### src/rtl/multicycle_ctrl_fsm.sv
// Multi-cycle controller: IDLE -> FETCH -> DECODE -> EXEC per instruction,
// with a fetch handshake, a fetch timeout and a retired-instruction counter.
// Optional build macro: ILLEGAL_TRAP_EN. When it is defined, undefined opcodes
// raise a sticky illegal flag and halt. When it is not defined, they run as NOP.
module multicycle_ctrl_fsm #(
  parameter int OPC_W         = 4,
  parameter int SELALU_W      = 4,
  parameter int CNT_W         = 16,
  parameter int FETCH_TIMEOUT = 15
) (
  input  logic                clk,
  input  logic                CLB,
  input  logic                run,
  input  logic                mem_ack,
  input  logic [OPC_W-1:0]    Opcode,
  input  logic                Z,
  input  logic                C,
  output logic                mem_req,
  output logic                LoadIR,
  output logic                IncPC,
  output logic                SelPC,
  output logic                LoadPC,
  output logic                LoadReg,
  output logic                LoadAcc,
  output logic [1:0]          SelAcc,
  output logic [SELALU_W-1:0] SelALU,
  output logic [2:0]          state,
  output logic                halted,
  output logic                fetch_err,
  output logic                illegal,
  output logic [CNT_W-1:0]    retired
);

  localparam logic [2:0] S_IDLE   = 3'd0;
  localparam logic [2:0] S_FETCH  = 3'd1;
  localparam logic [2:0] S_DECODE = 3'd2;
  localparam logic [2:0] S_EXEC   = 3'd3;
  localparam logic [2:0] S_HALT   = 3'd4;
  localparam logic [2:0] S_ERR    = 3'd5;

  // The wait counter only has to reach FETCH_TIMEOUT. A width of 1 is enough when the timeout is 0 or 1.
  localparam int WAIT_W = (FETCH_TIMEOUT > 1) ? $clog2(FETCH_TIMEOUT + 1) : 1;

`ifdef ILLEGAL_TRAP_EN
  localparam bit TRAP = 1'b1;
`else
  localparam bit TRAP = 1'b0;
`endif

  logic [2:0]       state_reg, state_next;
  logic [OPC_W-1:0] opc_reg;
  logic             z_reg, c_reg;
  logic [WAIT_W-1:0] wait_reg, wait_next;
  logic [CNT_W-1:0] retired_reg;

  logic       opc_defined;
  logic [3:0] opc_lo;
  logic [3:0] sel_alu4;

  assign opc_lo = opc_reg[3:0];

  // An opcode is defined only when all bits above [3:0] are zero. Codes 1001 and 1110 are never defined.
  always_comb begin
    opc_defined = ((opc_reg >> 4) == OPC_W'(0)) && (opc_lo != 4'b1001) && (opc_lo != 4'b1110);
  end

  // Next-state and fetch wait-counter logic.
  always_comb begin
    state_next = state_reg;
    wait_next  = '0;
    case (state_reg)
      S_IDLE: begin
        if (run) state_next = S_FETCH;
      end
      S_FETCH: begin
        if (mem_ack) begin
          state_next = S_DECODE;
        end else begin
          wait_next = wait_reg + 1'b1;
          if ((FETCH_TIMEOUT != 0) && (wait_next == WAIT_W'(FETCH_TIMEOUT)))
            state_next = S_ERR;
        end
      end
      S_DECODE: state_next = S_EXEC;
      S_EXEC: begin
        if (opc_reg == OPC_W'(15) || (TRAP && !opc_defined))
          state_next = S_HALT;
        else
          state_next = S_FETCH;
      end
      S_HALT:  state_next = S_HALT;
      S_ERR:   state_next = S_ERR;
      default: state_next = S_IDLE;
    endcase
  end

  // Update the state and wait counter. At DECODE, latch the opcode and flags. Count EXEC cycles.
  always_ff @(posedge clk) begin
    if (CLB) begin
      state_reg   <= S_IDLE;
      wait_reg    <= '0;
      opc_reg     <= '0;
      z_reg       <= 1'b0;
      c_reg       <= 1'b0;
      retired_reg <= '0;
    end else begin
      state_reg <= state_next;
      wait_reg  <= wait_next;
      if (state_reg == S_DECODE) begin
        opc_reg <= Opcode;
        z_reg   <= Z;
        c_reg   <= C;
      end
      if (state_reg == S_EXEC) retired_reg <= retired_reg + 1'b1;
    end
  end

`ifdef ILLEGAL_TRAP_EN
  logic illegal_reg;

  // The illegal flag is sticky. It is set when an undefined opcode reaches EXEC and cleared only by reset.
  always_ff @(posedge clk) begin
    if (CLB) illegal_reg <= 1'b0;
    else if (state_reg == S_EXEC && !opc_defined) illegal_reg <= 1'b1;
  end
  assign illegal = illegal_reg;
`else
  assign illegal = 1'b0;
`endif

  // Moore decode of the EXEC strobes from the latched opcode and flags.
  always_comb begin
    IncPC    = 1'b0;
    SelPC    = 1'b0;
    LoadPC   = 1'b0;
    LoadReg  = 1'b0;
    LoadAcc  = 1'b0;
    SelAcc   = 2'b00;
    sel_alu4 = 4'b0000;
    if (state_reg == S_EXEC) begin
      if (!opc_defined) begin
        IncPC = !TRAP;
      end else begin
        case (opc_lo)
          4'b0000: IncPC = 1'b1;
          4'b0001: begin sel_alu4 = 4'b1000; LoadAcc = 1'b1; IncPC = 1'b1; end
          4'b0010: begin sel_alu4 = 4'b1100; LoadAcc = 1'b1; IncPC = 1'b1; end
          4'b0011: begin sel_alu4 = 4'b0100; LoadAcc = 1'b1; IncPC = 1'b1; end
          4'b0100: begin SelAcc = 2'b01; LoadAcc = 1'b1; IncPC = 1'b1; end
          4'b0101: begin LoadReg = 1'b1; IncPC = 1'b1; end
          4'b1011: begin sel_alu4 = 4'b0001; LoadAcc = 1'b1; IncPC = 1'b1; end
          4'b1100: begin sel_alu4 = 4'b0011; LoadAcc = 1'b1; IncPC = 1'b1; end
          4'b1101: begin SelAcc = 2'b10; LoadAcc = 1'b1; IncPC = 1'b1; end
          4'b0110: begin LoadPC = z_reg; SelPC = z_reg; IncPC = !z_reg; end
          4'b0111: begin LoadPC = z_reg; IncPC = !z_reg; end
          4'b1000: begin LoadPC = c_reg; SelPC = c_reg; IncPC = !c_reg; end
          4'b1010: begin LoadPC = c_reg; IncPC = !c_reg; end
          default: ; // 1111 HALT: no strobes
        endcase
      end
    end
  end

  assign SelALU    = SELALU_W'(sel_alu4);
  assign mem_req   = (state_reg == S_FETCH);
  assign LoadIR    = (state_reg == S_FETCH) && mem_ack;
  assign state     = state_reg;
  assign halted    = (state_reg == S_HALT);
  assign fetch_err = (state_reg == S_ERR);
  assign retired   = retired_reg;

endmodule

### config.mk
export PLATFORM = sky130hd
export DESIGN_NAME = multicycle_ctrl_fsm
export DESIGN_NICKNAME = d
export VERILOG_FILES = /design/src/rtl/multicycle_ctrl_fsm.sv
export SDC_FILE = /design/constraint.sdc
export NUM_CORES = 1
export LEC_CHECK = 0
export CORE_ASPECT_RATIO = 1.4
export CORE_MARGIN = 2
export CORE_UTILIZATION = 35
export CTS_CLUSTER_SIZE = 30
export DETAILED_ROUTE_END_ITERATION = 10
export SLEW_MARGIN = 20
export SYNTH_ARGS = -nofsm -noshare
export SYNTH_HDL_FRONTEND = slang
export SYNTH_SLANG_ARGS = --single-unit
### constraint.sdc
create_clock -name clk -period 3.7 [get_ports clk]
set_input_delay 0.555 -clock clk [delete_from_list [all_inputs] [get_ports clk]]
set_output_delay 0.555 -clock clk [all_outputs]
set_load 0.005 [all_outputs]
; ---- After elaboration in Yosys (flattened, before gate mapping)
; Cells that the tools add are included.
[op_classes]
n_addsub = 2
eq_ne = 23
muxes = 26
bitwise = 1
n_reduce_logical = 12
[op_table]
columns = op, n
row1 = "4-bit == test, second input constant", 7
row2 = 4-bit case mux with 5 select lines, 1
row3 = 3-bit case mux with 6 select lines, 1
row4 = "16-bit by 1-bit adder with 16-bit output, second input constant", 1
row5 = "4-bit by 3-bit == test with 1-bit output, second input constant", 4
row6 = 1-bit two-way mux, 12
row7 = 3-bit two-way mux, 4
row8 = 9-bit OR reduction, 1
row9 = "4-bit by 2-bit == test with 1-bit output, second input constant", 2
row10 = 4-bit two-way mux, 2
row11 = "4-bit != test, second input constant", 2
row12 = 7-bit OR reduction, 1
row13 = "3-bit by 2-bit == test with 1-bit output, second input constant", 2
row14 = "3-bit == test, second input constant", 2
row15 = "4-bit by 1-bit adder with 4-bit output, second input constant", 1
row16 = "4-bit by 1-bit == test with 1-bit output, second input constant", 1
row17 = 4-bit logical NOT, 1
row18 = 2-bit two-way mux, 2
row19 = 1-bit case mux with 2 select lines, 2
row20 = 2-bit case mux with 2 select lines, 1
row21 = 2-bit OR reduction, 2
row22 = "3-bit by 1-bit == test with 1-bit output, second input constant", 1
row23 = 3-bit logical NOT, 1
row24 = "3-bit by 2-bit != test with 1-bit output, second input constant", 1
row25 = 7 further kinds, 9
[totals]
reg_bits = 29
inputBits = 10
output_inout_bits = 35
word_cells = 70

; ---- Longest topological paths before layout
; Gate-level depths: netlist (run 1).
[logic_depth]
depth_word = 5
mapped_depth = 6
depth_no_buf = 5

; ---- Least setup slack after synthesis (run 1)
; OpenSTA, ideal clock, no wires.
[synth_path]
kind = register to output
startpoint = register state_reg[1], in the netlist state[1]
endpoint = output SelALU[1]
arrival_ns = 1.288
required_time_ns = 3.145
setup_slack_ns = 1.857
path_stages_with_launch = 6
n_path_buf = 2
cell_sequence = dfxtp_1 buf_4 and3b_1 clkbuf_1 nand3b_1 nor3b_1
[synth_between]
elab_chain_len = 2
[synth_lines]
columns = element, line
row1 = from (decl), 50  ; logic [2:0] state_reg, state_next;
row2 = from (signal assigned), 107  ; state_reg <= state_next;
row3 = 3-bit by 2-bit == test with 1-bit output, 140  ; if (state_reg == S_EXEC) begin
row4 = 4-bit two-way mux, 140
row5 = to (decl), 26  ; output logic [SELALU_W-1:0] SelALU,
; Every way passes these cells.

; ---- Final worst setup path (run 1)
[layout_path]
startpoint = register state_reg[0], in the netlist state[0]
endpoint = output SelALU[1]
; Same word-level chain as after synthesis.

==> impl_metrics.prom, run 1 <==
# TYPE chip_impl_metric gauge
chip_impl_info{name="status",value="completed"} 1
chip_impl_metric{name="swShare",unit="%"} 24.38
chip_impl_metric{name="worst_ep_arrival_time",unit="ns"} 2.19
chip_impl_metric{name="fin_nets",unit=""} 240
chip_impl_info{name="grt_setup_unrepaired",value="false"} 1
chip_impl_metric{name="final.hold.worst_slack",unit="ns"} 0.4837
chip_impl_metric{name="grt_use_met2",unit="%"} 23.02
chip_impl_info{name="synth_top_flop_cell",value="sky130_fd_sc_hd__dfxtp_1"} 1
chip_impl_metric{name="vias_per_cell",unit=""} 4.857
chip_impl_metric{name="groute.layer.met1.usage",unit="%"} 16.23
chip_impl_metric{name="ys_types",unit=""} 43
chip_impl_info{name="min_path_type",value="reg -> reg"} 1
chip_impl_metric{name="ff_latch_area",unit="µm²"} 580.6
chip_impl_metric{name="drive_gt1_share",unit="%"} 4.846
chip_impl_metric{name="postSynthRegisterBits",unit=""} 29
chip_impl_metric{name="cts.repair_timing.setup_buffer_count",unit=""} 0
chip_impl_metric{name="syn-instance-count",unit=""} 190
chip_impl_metric{name="async_reset_ff_share",unit="%"} 0
chip_impl_metric{name="grt_first_pass_wirelength",unit="µm"} 5437
chip_impl_info{name="critical-path-top-delay-family",value="simple AND/OR/NAND/NOR gates"} 1
chip_impl_metric{name="worst_path_largest_cell_delay",unit="ns"} 0.63
chip_impl_metric{name="max_cap_violations",unit=""} 0
chip_impl_metric{name="wirelength",unit="µm"} 3325
chip_impl_metric{name="clk_transition_reported_paths",unit="ns"} 0.06
chip_impl_metric{name="mappedNetlistNets",unit=""} 203
chip_impl_metric{name="setup_tns_after_final_layout",unit="ns"} 0
chip_impl_info{name="cp-start-kind",value="flop"} 1
chip_impl_info{name="critical_path.slowest_cell",value="sky130_fd_sc_hd__dfxtp_1"} 1
chip_impl_metric{name="port_buffers",unit=""} 43
chip_impl_metric{name="final.setup_skew",unit="ns"} 0.003605
chip_impl_metric{name="ctsLongestPathBuffers",unit=""} 2
chip_impl_metric{name="final_hold_vio_count",unit=""} 0
chip_impl_metric{name="synth_edf_count",unit=""} 0
chip_impl_metric{name="floorplan.die.width",unit="µm"} 60.36
chip_impl_metric{name="leakage",unit="µW"} 0.0007110
chip_impl_metric{name="area_growth_syn_to_layout",unit="%"} 33.84
chip_impl_metric{name="finalSetupViolations",unit=""} 0
chip_impl_metric{name="fill_cells",unit=""} 427
chip_impl_info{name="gr-max-usage-layer",value="met2"} 1
chip_impl_info{name="crit_path_cell_chain",value="and3b_1, nand3b_1, nor3b_1, clkdlybuf4s50_1"} 1
chip_impl_metric{name="tightest_slew",unit="ns"} 1.031
chip_impl_metric{name="power-per-cell-area",unit="nW/µm²"} 324.9
chip_impl_metric{name="largest_register_ffs",unit=""} 16
chip_impl_metric{name="worst-endpoint-required",unit="ns"} 3.14
chip_impl_metric{name="seq_power_share",unit="%"} 50.7
chip_impl_metric{name="core.rowCount",unit=""} 28
chip_impl_metric{name="first_global_vias",unit=""} 1227
chip_impl_metric{name="htreeDepth",unit=""} 2
chip_impl_metric{name="multiInputGateArea",unit="µm²"} 895.9
chip_impl_metric{name="fmax",unit="MHz"} 364.9
chip_impl_metric{name="vdd_drop_max",unit="mV"} 0.2286
chip_impl_metric{name="grt_antenna_before_repair",unit=""} 0
chip_impl_info{name="cts-root-buf",value="sky130_fd_sc_hd__clkbuf_8"} 1
chip_impl_metric{name="cts_resized",unit=""} 0
chip_impl_metric{name="clkPwrFrac",unit="%"} 38.3
chip_impl_metric{name="time_the_worst_path_needs_with_i_o_delays_and_setup",unit="ns"} 2.740
chip_impl_metric{name="antenna-diode-count",unit=""} 0
chip_impl_metric{name="start_util",unit="%"} 36.72
chip_impl_metric{name="core_area",unit="µm²"} 4239
chip_impl_metric{name="insertion_delay",unit="ns"} 0.28
chip_impl_metric{name="critPathMaxFanout",unit=""} 14
chip_impl_metric{name="final-max-slew-violation-count",unit=""} 0
chip_impl_metric{name="postSynthAreaPerCell",unit="µm²"} 8.192
chip_impl_metric{name="power.net_switching",unit="µW"} 165.0
chip_impl_metric{name="tritoncts.num_buffers",unit=""} 5
chip_impl_metric{name="grt_max_degree",unit=""} 28
chip_impl_metric{name="netlist_area",unit="µm²"} 1556
chip_impl_metric{name="yosysWarningCount",unit=""} 0
chip_impl_metric{name="dp_hpwl",unit="µm"} 2375
chip_impl_metric{name="grt_util_all_layers",unit="%"} 14.20
chip_impl_metric{name="route.antenna.remaining_nets",unit=""} 0
chip_impl_info{name="clock_tree_from_tritoncts",value="done"} 1
chip_impl_metric{name="slew_headroom",unit="%"} 31.06
chip_impl_metric{name="synth_seq_area_share",unit="%"} 37.30
chip_impl_metric{name="wire_per_inst",unit="µm"} 11.59
chip_impl_metric{name="holdBufCountCts",unit=""} 0
chip_impl_metric{name="cts.sink_count",unit=""} 29
chip_impl_metric{name="met3_usage",unit="%"} 4.206
chip_impl_metric{name="final_clock_period_utilization_by_the_worst_path",unit="%"} 74.06
chip_impl_info{name="timing.critical_path.to_type",value="primary output"} 1
chip_impl_metric{name="cell_internal_pwr",unit="µW"} 511.8
chip_impl_metric{name="floorplan.io_pins",unit=""} 45
chip_impl_metric{name="drt_iter0_drc",unit=""} 50
chip_impl_metric{name="gp_congestion",unit=""} 0.7395
chip_impl_metric{name="final_design_area_no_fill",unit="µm²"} 2083
chip_impl_info{name="criticalPathCategory",value="reg -> out"} 1
chip_impl_metric{name="grt-ovfl-total",unit=""} 0
chip_impl_metric{name="route.vias.total",unit=""} 1394
chip_impl_metric{name="detailed_place.area",unit="µm²"} 1997
chip_impl_metric{name="chipHeight",unit="µm"} 82.91
chip_impl_metric{name="path_buf_inv",unit=""} 1
chip_impl_metric{name="comb_power_share",unit="%"} 11.0
chip_impl_metric{name="floorplan.die_area",unit="µm²"} 5004
chip_impl_metric{name="remaining_drcs",unit=""} 0
chip_impl_metric{name="detailedRoute.firstPassIterationCount",unit=""} 4
-- power by group through the flow --
stage | clock [µW] | combinational, µW | sequential [µW]
floorplan | 0 | 56.1 | 335
global placement | 0 | 75.4 | 349
detailed placement | 0 | 75.1 | 350
CTS | 270 | 75.4 | 343
global route | 284 | 81.5 | 345
finish | 260 | 74.4 | 343
-- cells in the mapped netlist (2+ instances only) --
cell,instances,area share (%)
sky130_fd_sc_hd__nand2b_1,4,1.6
sky130_fd_sc_hd__nor2_1,28,6.8
sky130_fd_sc_hd__o21ai_0,10,3.2
sky130_fd_sc_hd__buf_4,2,0.96
sky130_fd_sc_hd__dfxtp_1,29,37
sky130_fd_sc_hd__inv_1,4,0.96
sky130_fd_sc_hd__a211oi_1,3,1.4
sky130_fd_sc_hd__xor2_1,4,2.3
sky130_fd_sc_hd__xnor2_1,7,3.9
sky130_fd_sc_hd__or3_1,7,2.8
sky130_fd_sc_hd__nand4_1,5,2.0
sky130_fd_sc_hd__clkbuf_1,9,2.2
sky130_fd_sc_hd__nor3_1,6,1.9
sky130_fd_sc_hd__and3_1,3,1.2
sky130_fd_sc_hd__ha_1,3,2.4
sky130_fd_sc_hd__nor2b_1,3,1.2
sky130_fd_sc_hd__a31oi_1,2,0.80
sky130_fd_sc_hd__nand3b_1,3,1.4
sky130_fd_sc_hd__nor3b_1,2,0.96
sky130_fd_sc_hd__mux2i_1,7,4.5
sky130_fd_sc_hd__nand2_1,13,3.1
sky130_fd_sc_hd__nand3_1,5,1.6
sky130_fd_sc_hd__a21oi_1,11,3.5
-- path summary, 6_finish.rpt --
check / start / to / slack [ns] / cells after the start
hold / removal: wait_reg[0] / wait_reg[0] / 0.48 / 1
hold reg to reg: wait_reg[0] / wait_reg[0] / 0.48 / 1
setup reg to reg: state[0] / retired[10] / 1.63 / 4
setup / recovery: state[0] / SelALU[1] / 0.96 / 4
-- metrics by stage --
| step | std cells | setup WS, ns | total power (µW) | util [%] |
|---|---|---|---|---|
| global route | 287 | 0.7812 | 710.5 | 49.14 |
| detailed placement | 280 | 1.248 | 424.8 | 47.11 |
| floorplan | 190 | 1.857 | 391.3 | - |
| global placement | 280 | 1.250 | 424.8 | 47.11 |
| CTS | 287 | 0.9379 | 687.7 | 49.14 |
| finish | 287 | 0.9598 | 676.8 | 49.14 |
-- per-layer routing --
layer	routed length, µm	part of all wire, %	vias up
met5	0	0	-
met4	77	2.3	0
met3	155	4.7	7
met2	1633	49	39
met1	1458	44	613
li1	-	-	735
-- cell usage in the layout (no fill, tap or decap), types with 2 or more instances in the layout --
cell type	n
sky130_fd_sc_hd__ha_1	3
sky130_fd_sc_hd__or3_1	7
sky130_fd_sc_hd__nand4_1	5
sky130_fd_sc_hd__nand3b_1	3
sky130_fd_sc_hd__clkdlybuf4s50_1	43
sky130_fd_sc_hd__nor2b_1	3
sky130_fd_sc_hd__nand2b_1	4
sky130_fd_sc_hd__dfxtp_1	29
sky130_fd_sc_hd__a211oi_1	3
sky130_fd_sc_hd__xnor2_1	7
sky130_fd_sc_hd__nand2_1	13
sky130_fd_sc_hd__inv_1	4
sky130_fd_sc_hd__nor3b_1	2
sky130_fd_sc_hd__xor2_1	4
sky130_fd_sc_hd__a31oi_1	2
sky130_fd_sc_hd__clkbuf_8	6
sky130_fd_sc_hd__mux2i_1	7
sky130_fd_sc_hd__a21oi_1	11
sky130_fd_sc_hd__nor3_1	6
sky130_fd_sc_hd__nor2_1	28
sky130_fd_sc_hd__nand3_1	5
sky130_fd_sc_hd__o21ai_0	10
sky130_fd_sc_hd__and3_1	3
-- layout make-up --
| class | count | area share, % |
|---|---|---|
| Clock buffer | 7 | 4.144 |
| Inverter | 4 | 0.7207 |
| Multi-Input combinational cell | 144 | 43.00 |
| Sequential cell | 29 | 27.87 |
| Tap cell | 60 | 3.604 |
| Timing Repair Buffer | 43 | 20.66 |
-- kinds of logic after synthesis --
logic type	share of synthesized area, %
flops	37.30
simple gates	32.40
xor+xnor	6.190
mux	5.225
fa+ha+maj	2.412
compound gates	11.09
other cells	0.2409
buf+inv	5.144
(Power assumes the default switching activity.)
==> run 2: changes to the inputs <==
clock period = 2.77 ns   (was 3.7 ns; I/O delays follow)
==> run 2 against run 1 <==
Final area rose by 1.6%. Largest cell class unchanged. Total power is 35% higher. Combinational power grew 65%. Via count is 4.4% higher. Global-route usage grew 0.55 points. Clock power rose by 32%. Non-clock buffer count increased by 4. First-iteration DRC count is 28% higher. Sequential cell count unchanged. Die area unchanged. Worst hold slack got worse by 0.013 ns. Sequential share of layout area is 0.31 points lower.
==> impl_metrics.prom, run 2 (synthesis results as in run 1) <==
# TYPE chip_impl_metric gauge
chip_impl_info{name="status",value="completed"} 1
chip_impl_info{name="clock_tree_from_tritoncts",value="done"} 1
chip_impl_metric{name="slew_headroom",unit="%"} 56.95
chip_impl_metric{name="grt_first_pass_wirelength",unit="µm"} 5699
chip_impl_metric{name="worst_path_largest_cell_delay",unit="ns"} 0.57
chip_impl_metric{name="port_buffers",unit=""} 43
chip_impl_metric{name="largest_register_ffs",unit=""} 16
chip_impl_metric{name="grt-ovfl-total",unit=""} 0
chip_impl_info{name="criticalPathCategory",value="reg -> out"} 1
chip_impl_metric{name="comb_power_share",unit="%"} 13.5
chip_impl_metric{name="finalSetupViolations",unit=""} 0
chip_impl_info{name="cp-start-kind",value="flop"} 1
chip_impl_metric{name="floorplan.die.width",unit="µm"} 60.36
chip_impl_metric{name="floorplan.die_area",unit="µm²"} 5004
chip_impl_metric{name="wirelength",unit="µm"} 3418
chip_impl_info{name="crit_path_cell_chain",value="nand3_1, nor2_1, a31oi_1, a2111oi_0, clkdlybuf4s50_1"} 1
chip_impl_metric{name="ctsLongestPathBuffers",unit=""} 2
chip_impl_info{name="regToRegStartpoint",value="state[0]"} 1
chip_impl_metric{name="reg2reg_depth",unit=""} 5
chip_impl_metric{name="post-layout-total-power",unit="µW"} 911.0
chip_impl_info{name="min_path_type",value="reg -> reg"} 1
chip_impl_metric{name="insertion_delay",unit="ns"} 0.28
chip_impl_metric{name="tightest_slew",unit="ns"} 0.6438
chip_impl_metric{name="final_clock_period_utilization_by_the_worst_path",unit="%"} 87.48
chip_impl_metric{name="final_design_area_no_fill",unit="µm²"} 2116
chip_impl_metric{name="regToRegSetupSlack",unit="ns"} 0.87
chip_impl_info{name="r2r-end",value="retired[14]"} 1
chip_impl_info{name="critical_path.slowest_cell",value="sky130_fd_sc_hd__clkdlybuf4s50_1"} 1
chip_impl_metric{name="floorplan.io_pins",unit=""} 45
chip_impl_metric{name="antenna-diode-count",unit=""} 0
chip_impl_metric{name="fin_nets",unit=""} 244
chip_impl_metric{name="power-per-cell-area",unit="nW/µm²"} 430.6
chip_impl_metric{name="detailed_place.area",unit="µm²"} 2027
chip_impl_info{name="layout_common_cells",value="sky130_fd_sc_hd__clkdlybuf4s50_1 (43), sky130_fd_sc_hd__nor2_1 (28), sky130_fd_sc_hd__dfxtp_1 (27)"} 1
chip_impl_metric{name="cts.sink_count",unit=""} 29
chip_impl_metric{name="worst_ep_arrival_time",unit="ns"} 2.01
chip_impl_metric{name="htreeDepth",unit=""} 2
chip_impl_metric{name="grt_util_all_layers",unit="%"} 14.75
chip_impl_metric{name="route.vias.total",unit=""} 1456
chip_impl_metric{name="clkPwrFrac",unit="%"} 37.8
chip_impl_metric{name="start_util",unit="%"} 36.72
chip_impl_metric{name="seq_power_share",unit="%"} 48.7
chip_impl_metric{name="swShare",unit="%"} 24.09
chip_impl_metric{name="holdBufCountCts",unit=""} 0
chip_impl_metric{name="drt_iter0_drc",unit=""} 64
chip_impl_metric{name="cell_internal_pwr",unit="µW"} 691.5
chip_impl_metric{name="tritoncts.num_buffers",unit=""} 5
chip_impl_metric{name="final_hold_vio_count",unit=""} 0
chip_impl_metric{name="area_growth_syn_to_layout",unit="%"} 35.93
chip_impl_metric{name="detailedRoute.firstPassIterationCount",unit=""} 4
chip_impl_info{name="grt_setup_unrepaired",value="false"} 1
chip_impl_metric{name="max_cap_violations",unit=""} 0
chip_impl_metric{name="setup_tns_after_final_layout",unit="ns"} 0
chip_impl_metric{name="remaining_drcs",unit=""} 0
chip_impl_metric{name="core.rowCount",unit=""} 28
chip_impl_metric{name="grt_max_degree",unit=""} 18
chip_impl_metric{name="route.antenna.remaining_nets",unit=""} 0
chip_impl_metric{name="final-max-slew-violation-count",unit=""} 0
chip_impl_metric{name="worstHoldPathCells",unit=""} 1
chip_impl_info{name="timing.critical_path.to_type",value="primary output"} 1
chip_impl_metric{name="vias_per_cell",unit=""} 5.003
chip_impl_metric{name="power.net_switching",unit="µW"} 219.5
chip_impl_metric{name="leakage",unit="µW"} 0.0007326
chip_impl_metric{name="clk_transition_reported_paths",unit="ns"} 0.06
chip_impl_metric{name="grt_antenna_before_repair",unit=""} 0
chip_impl_metric{name="gp_congestion",unit=""} 0.7286
chip_impl_info{name="worstHoldEndpoint",value="wait_reg[0]"} 1
chip_impl_metric{name="chipHeight",unit="µm"} 82.91
chip_impl_metric{name="fmax",unit="MHz"} 412.7
chip_impl_info{name="cts-root-buf",value="sky130_fd_sc_hd__clkbuf_8"} 1
chip_impl_info{name="mostFrequentLayoutCell",value="sky130_fd_sc_hd__clkdlybuf4s50_1"} 1
chip_impl_metric{name="dp_hpwl",unit="µm"} 2465
chip_impl_metric{name="wire_per_inst",unit="µm"} 11.75
chip_impl_metric{name="drive_gt1_share",unit="%"} 7.359
chip_impl_metric{name="final.hold.worst_slack",unit="ns"} 0.4706
chip_impl_metric{name="critPathMaxFanout",unit=""} 13
chip_impl_metric{name="final.setup_skew",unit="ns"} 0.002843
chip_impl_metric{name="worst-endpoint-required",unit="ns"} 2.35
chip_impl_metric{name="vdd_drop_max",unit="mV"} 0.2463
chip_impl_metric{name="cts.repair_timing.setup_buffer_count",unit=""} 0
chip_impl_metric{name="time_the_worst_path_needs_with_i_o_delays_and_setup",unit="ns"} 2.423
chip_impl_metric{name="core_area",unit="µm²"} 4239
chip_impl_info{name="min-delay-start",value="wait_reg[0]"} 1
chip_impl_metric{name="first_global_vias",unit=""} 1244
run 2: critical path: cells and delay by family (launching register included):
| kind | cells | cell delay [ns] |
|---|---|---|
| compound gates | 2 | 0.45 |
| buf+inv | 1 | 0.57 |
| flops | 1 | 0.44 |
| simple gates | 2 | 0.26 |
run 2: worst max path at each step:
stage | end | slack (ns) | cells past startpoint | from
final | SelPC | 0.35 | 5 | opc_lo[2]
after global routing | SelPC | 0.09 | 5 | opc_lo[2]
after CTS | SelPC | 0.21 | 5 | opc_lo[2]
after detailed placement | SelPC | 0.54 | 5 | opc_lo[2]
after global placement | SelPC | 0.54 | 5 | opc_lo[2]
after floorplan | retired[10] | 1.03 | 6 | state[2]
run 2: what timing repair did:
action,in CTS,in global routing
setup endpoints to repair,0,1
resized for setup,0,2
hold endpoints to repair,0,0
run 2: metrics by stage:
stage,utilization (%),worst slack [ns],std cells
after global routing,49.91,0.08509,291
after CTS,49.85,0.2055,291
after detailed placement,47.82,0.5398,284
after global placement,47.82,0.5377,284
final,49.91,0.3468,291
after floorplan,-,1.026,190
run 2: layout make-up:
type / instances / area, µm²
clock buffer: 7 / 86.33
multi-input combinational: 144 / 895.9
sequential: 29 / 583.1
inverter: 4 / 15.01
fill: 433 / 2123
timing repair buffer: 47 / 460.4
tap: 60 / 75.07
run 2: per-layer routing:
layer  track usage (%)  vias up  share of wire (%)
met1             17.47      663                 43
met3             3.738        5                5.9
met5                 0        -                  0
met2             24.11       42                 49
li1                  -      746                  -
met4             6.667        0                2.0
run 2: power groups by stage:
stage | Sequential (µW) | Clock (µW) | Combinational [µW]
6_report | 443 | 344 | 123
5_1_grt | 446 | 381 | 135
4_1_cts | 443 | 358 | 125
3_5_place_dp | 452 | 0 | 125
3_3_place_gp | 452 | 0 | 125
2_1_floorplan | 448 | 0 | 74.9
==> run 3: changes to the inputs <==
CORE_UTILIZATION = 47   (was 35)
PLACE_DENSITY = 0.79   (was not set)
==> run 3 against run 2 <==
Critical path depth shrank 1. Total power grew 12%. Clock power grew 33%. Sequential cell count is the same. Worst hold slack gained 0.011 ns. Register-to-register slack lost 0.12 ns. Sequential power grew 2%. Critical endpoint is now SelALU[1]. Largest power group is now the clock network. Highest routed layer unchanged.
==> impl_metrics.prom, run 3 (synthesis results as in run 1) <==
# TYPE chip_impl_metric gauge
chip_impl_info{name="status",value="completed"} 1
chip_impl_metric{name="time_the_worst_path_needs_with_i_o_delays_and_setup",unit="ns"} 2.515
chip_impl_metric{name="swShare",unit="%"} 23.22
chip_impl_metric{name="antenna-diode-count",unit=""} 0
chip_impl_metric{name="fmax",unit="MHz"} 397.7
chip_impl_info{name="min-delay-start",value="wait_reg[0]"} 1
chip_impl_metric{name="grt_first_pass_wirelength",unit="µm"} 5961
chip_impl_metric{name="seq_power_share",unit="%"} 44.5
chip_impl_metric{name="cts.sink_count",unit=""} 29
chip_impl_info{name="timing.critical_path.to_type",value="primary output"} 1
chip_impl_metric{name="remaining_drcs",unit=""} 0
chip_impl_metric{name="detailedRoute.firstPassIterationCount",unit=""} 4
chip_impl_metric{name="final.setup_skew",unit="ns"} 0.003507
chip_impl_metric{name="worst_ep_arrival_time",unit="ns"} 2.10
chip_impl_metric{name="clkPwrFrac",unit="%"} 44.9
chip_impl_metric{name="chipHeight",unit="µm"} 72.09
chip_impl_info{name="cp-start-kind",value="flop"} 1
chip_impl_metric{name="cell_internal_pwr",unit="µW"} 782.7
chip_impl_info{name="mostFrequentLayoutCell",value="sky130_fd_sc_hd__clkdlybuf4s50_1"} 1
chip_impl_metric{name="ctsLongestPathBuffers",unit=""} 2
chip_impl_metric{name="power.net_switching",unit="µW"} 236.7
chip_impl_metric{name="fin_nets",unit=""} 242
chip_impl_metric{name="worst_path_largest_cell_delay",unit="ns"} 0.55
chip_impl_metric{name="area_growth_syn_to_layout",unit="%"} 35.45
chip_impl_metric{name="clk_transition_reported_paths",unit="ns"} 0.06
chip_impl_metric{name="htreeDepth",unit=""} 2
chip_impl_info{name="crit_path_cell_chain",value="and3b_1, nand3b_1, nor3b_1, clkdlybuf4s50_1"} 1
chip_impl_metric{name="finalSetupViolations",unit=""} 0
chip_impl_metric{name="vdd_drop_max",unit="mV"} 0.4196
chip_impl_metric{name="grt_antenna_before_repair",unit=""} 0
chip_impl_info{name="layout_common_cells",value="sky130_fd_sc_hd__clkdlybuf4s50_1 (43), sky130_fd_sc_hd__nor2_1 (28), sky130_fd_sc_hd__dfxtp_1 (27)"} 1
chip_impl_metric{name="dp_hpwl",unit="µm"} 2572
chip_impl_metric{name="setup_tns_after_final_layout",unit="ns"} 0
chip_impl_metric{name="final_clock_period_utilization_by_the_worst_path",unit="%"} 90.78
chip_impl_metric{name="grt_util_all_layers",unit="%"} 21.15
chip_impl_metric{name="max_cap_violations",unit=""} 0
chip_impl_metric{name="floorplan.die.width",unit="µm"} 52.64
chip_impl_metric{name="grt-ovfl-total",unit=""} 0
chip_impl_metric{name="start_util",unit="%"} 49.37
chip_impl_metric{name="drive_gt1_share",unit="%"} 7.391
chip_impl_info{name="clock_tree_from_tritoncts",value="done"} 1
chip_impl_metric{name="route.antenna.remaining_nets",unit=""} 0
chip_impl_metric{name="tritoncts.num_buffers",unit=""} 5
chip_impl_metric{name="gp_congestion",unit=""} 0.7296
chip_impl_metric{name="final_hold_vio_count",unit=""} 0
chip_impl_metric{name="insertion_delay",unit="ns"} 0.28
chip_impl_metric{name="critPathMaxFanout",unit=""} 12
chip_impl_metric{name="leakage",unit="µW"} 0.0007350
chip_impl_metric{name="drt_iter0_drc",unit=""} 27
chip_impl_info{name="critPathLaunch",value="state[1]"} 1
chip_impl_metric{name="first_global_vias",unit=""} 1359
chip_impl_metric{name="wire_per_inst",unit="µm"} 13.07
chip_impl_metric{name="path_buf_inv",unit=""} 1
chip_impl_metric{name="cts.repair_timing.setup_buffer_count",unit=""} 0
chip_impl_metric{name="slew_headroom",unit="%"} 55.87
chip_impl_info{name="critical-path-top-delay-family",value="simple AND/OR/NAND/NOR gates"} 1
chip_impl_metric{name="postLayoutCoreUtil",unit="%"} 66.87
chip_impl_info{name="criticalPathCategory",value="reg -> out"} 1
chip_impl_metric{name="worst-endpoint-required",unit="ns"} 2.35
chip_impl_metric{name="wirelength",unit="µm"} 3517
chip_impl_metric{name="vias_per_cell",unit=""} 5.454
chip_impl_metric{name="core.rowCount",unit=""} 24
chip_impl_info{name="cts-root-buf",value="sky130_fd_sc_hd__clkbuf_8"} 1
chip_impl_info{name="min_path_type",value="reg -> reg"} 1
chip_impl_metric{name="largest_register_ffs",unit=""} 16
chip_impl_metric{name="instances_no_fill",unit=""} 269
chip_impl_metric{name="floorplan.die_area",unit="µm²"} 3794
chip_impl_metric{name="placed_cells_incl_taps",unit=""} 261
chip_impl_metric{name="final-max-slew-violation-count",unit=""} 0
chip_impl_metric{name="grt_max_degree",unit=""} 17
chip_impl_metric{name="tightest_slew",unit="ns"} 0.6591
chip_impl_metric{name="floorplan.io_pins",unit=""} 45
chip_impl_metric{name="port_buffers",unit=""} 43
chip_impl_info{name="regToRegStartpoint",value="state[1]"} 1
chip_impl_metric{name="holdBufCountCts",unit=""} 0
chip_impl_metric{name="route.vias.total",unit=""} 1467
chip_impl_info{name="grt_setup_unrepaired",value="false"} 1
chip_impl_metric{name="core_area",unit="µm²"} 3153
chip_impl_metric{name="comb_power_share",unit="%"} 10.6
chip_impl_metric{name="power-per-cell-area",unit="nW/µm²"} 483.5
chip_impl_info{name="critical_path.slowest_cell",value="sky130_fd_sc_hd__dfxtp_1"} 1
==> run 3: final timing paths <==
path                 end  slack [ns]  depth (start not counted)
max            SelALU[1]        0.26                          4
max reg2reg  retired[14]        0.75                          4
min reg2reg  wait_reg[0]        0.48                          1
min          wait_reg[0]        0.48                          1
==> run 3: area by class of cell <==
class / count / area, µm²
inverter: 4 / 15.01
tap: 39 / 48.80
multi-input combinational: 144 / 895.9
timing repair buffer: 45 / 445.4
sequential: 29 / 583.1
clock buffer: 6 / 82.58
clock inverter: 2 / 37.54
fill: 274 / 1045
==> run 3: stage by stage <==
stage	setup slack, ns	hold slack, ns	total power (µW)	area (µm²)
final	0.2553	0.4812	1019	2108
after global placement	0.5783	0.4568	569.9	1986
after CTS	0.1922	0.4856	1025	2106
after global routing	0.1007	0.5272	1064	2108
after detailed placement	0.5399	0.4705	571.1	1986
after floorplan	1.026	0.4411	522.7	1556
==> run 3: power by group through the flow <==
| stage | clock network [µW] | registers, µW | logic, µW |
|---|---|---|---|
| final | 458 | 453 | 108 |
| after global routing | 487 | 457 | 120 |
| after CTS | 463 | 453 | 110 |
| after detailed placement | 0 | 462 | 109 |
| after global placement | 0 | 461 | 109 |
| after floorplan | 0 | 448 | 74.9 |
==> run 3: per-layer routing <==
layer	routed length [µm]	track usage (%)
met5	0	0
met4	114	11.11
met3	143	5.967
met2	1846	36.53
met1	1411	22.76
==> run 3: repair_timing <==
| action | 4_1_cts | 5_1_grt |
|---|---|---|
| setup endpoints to repair | 0 | 1 |
| resized for setup | 0 | 2 |
| endpoints found under the hold margin | 0 | 0 |
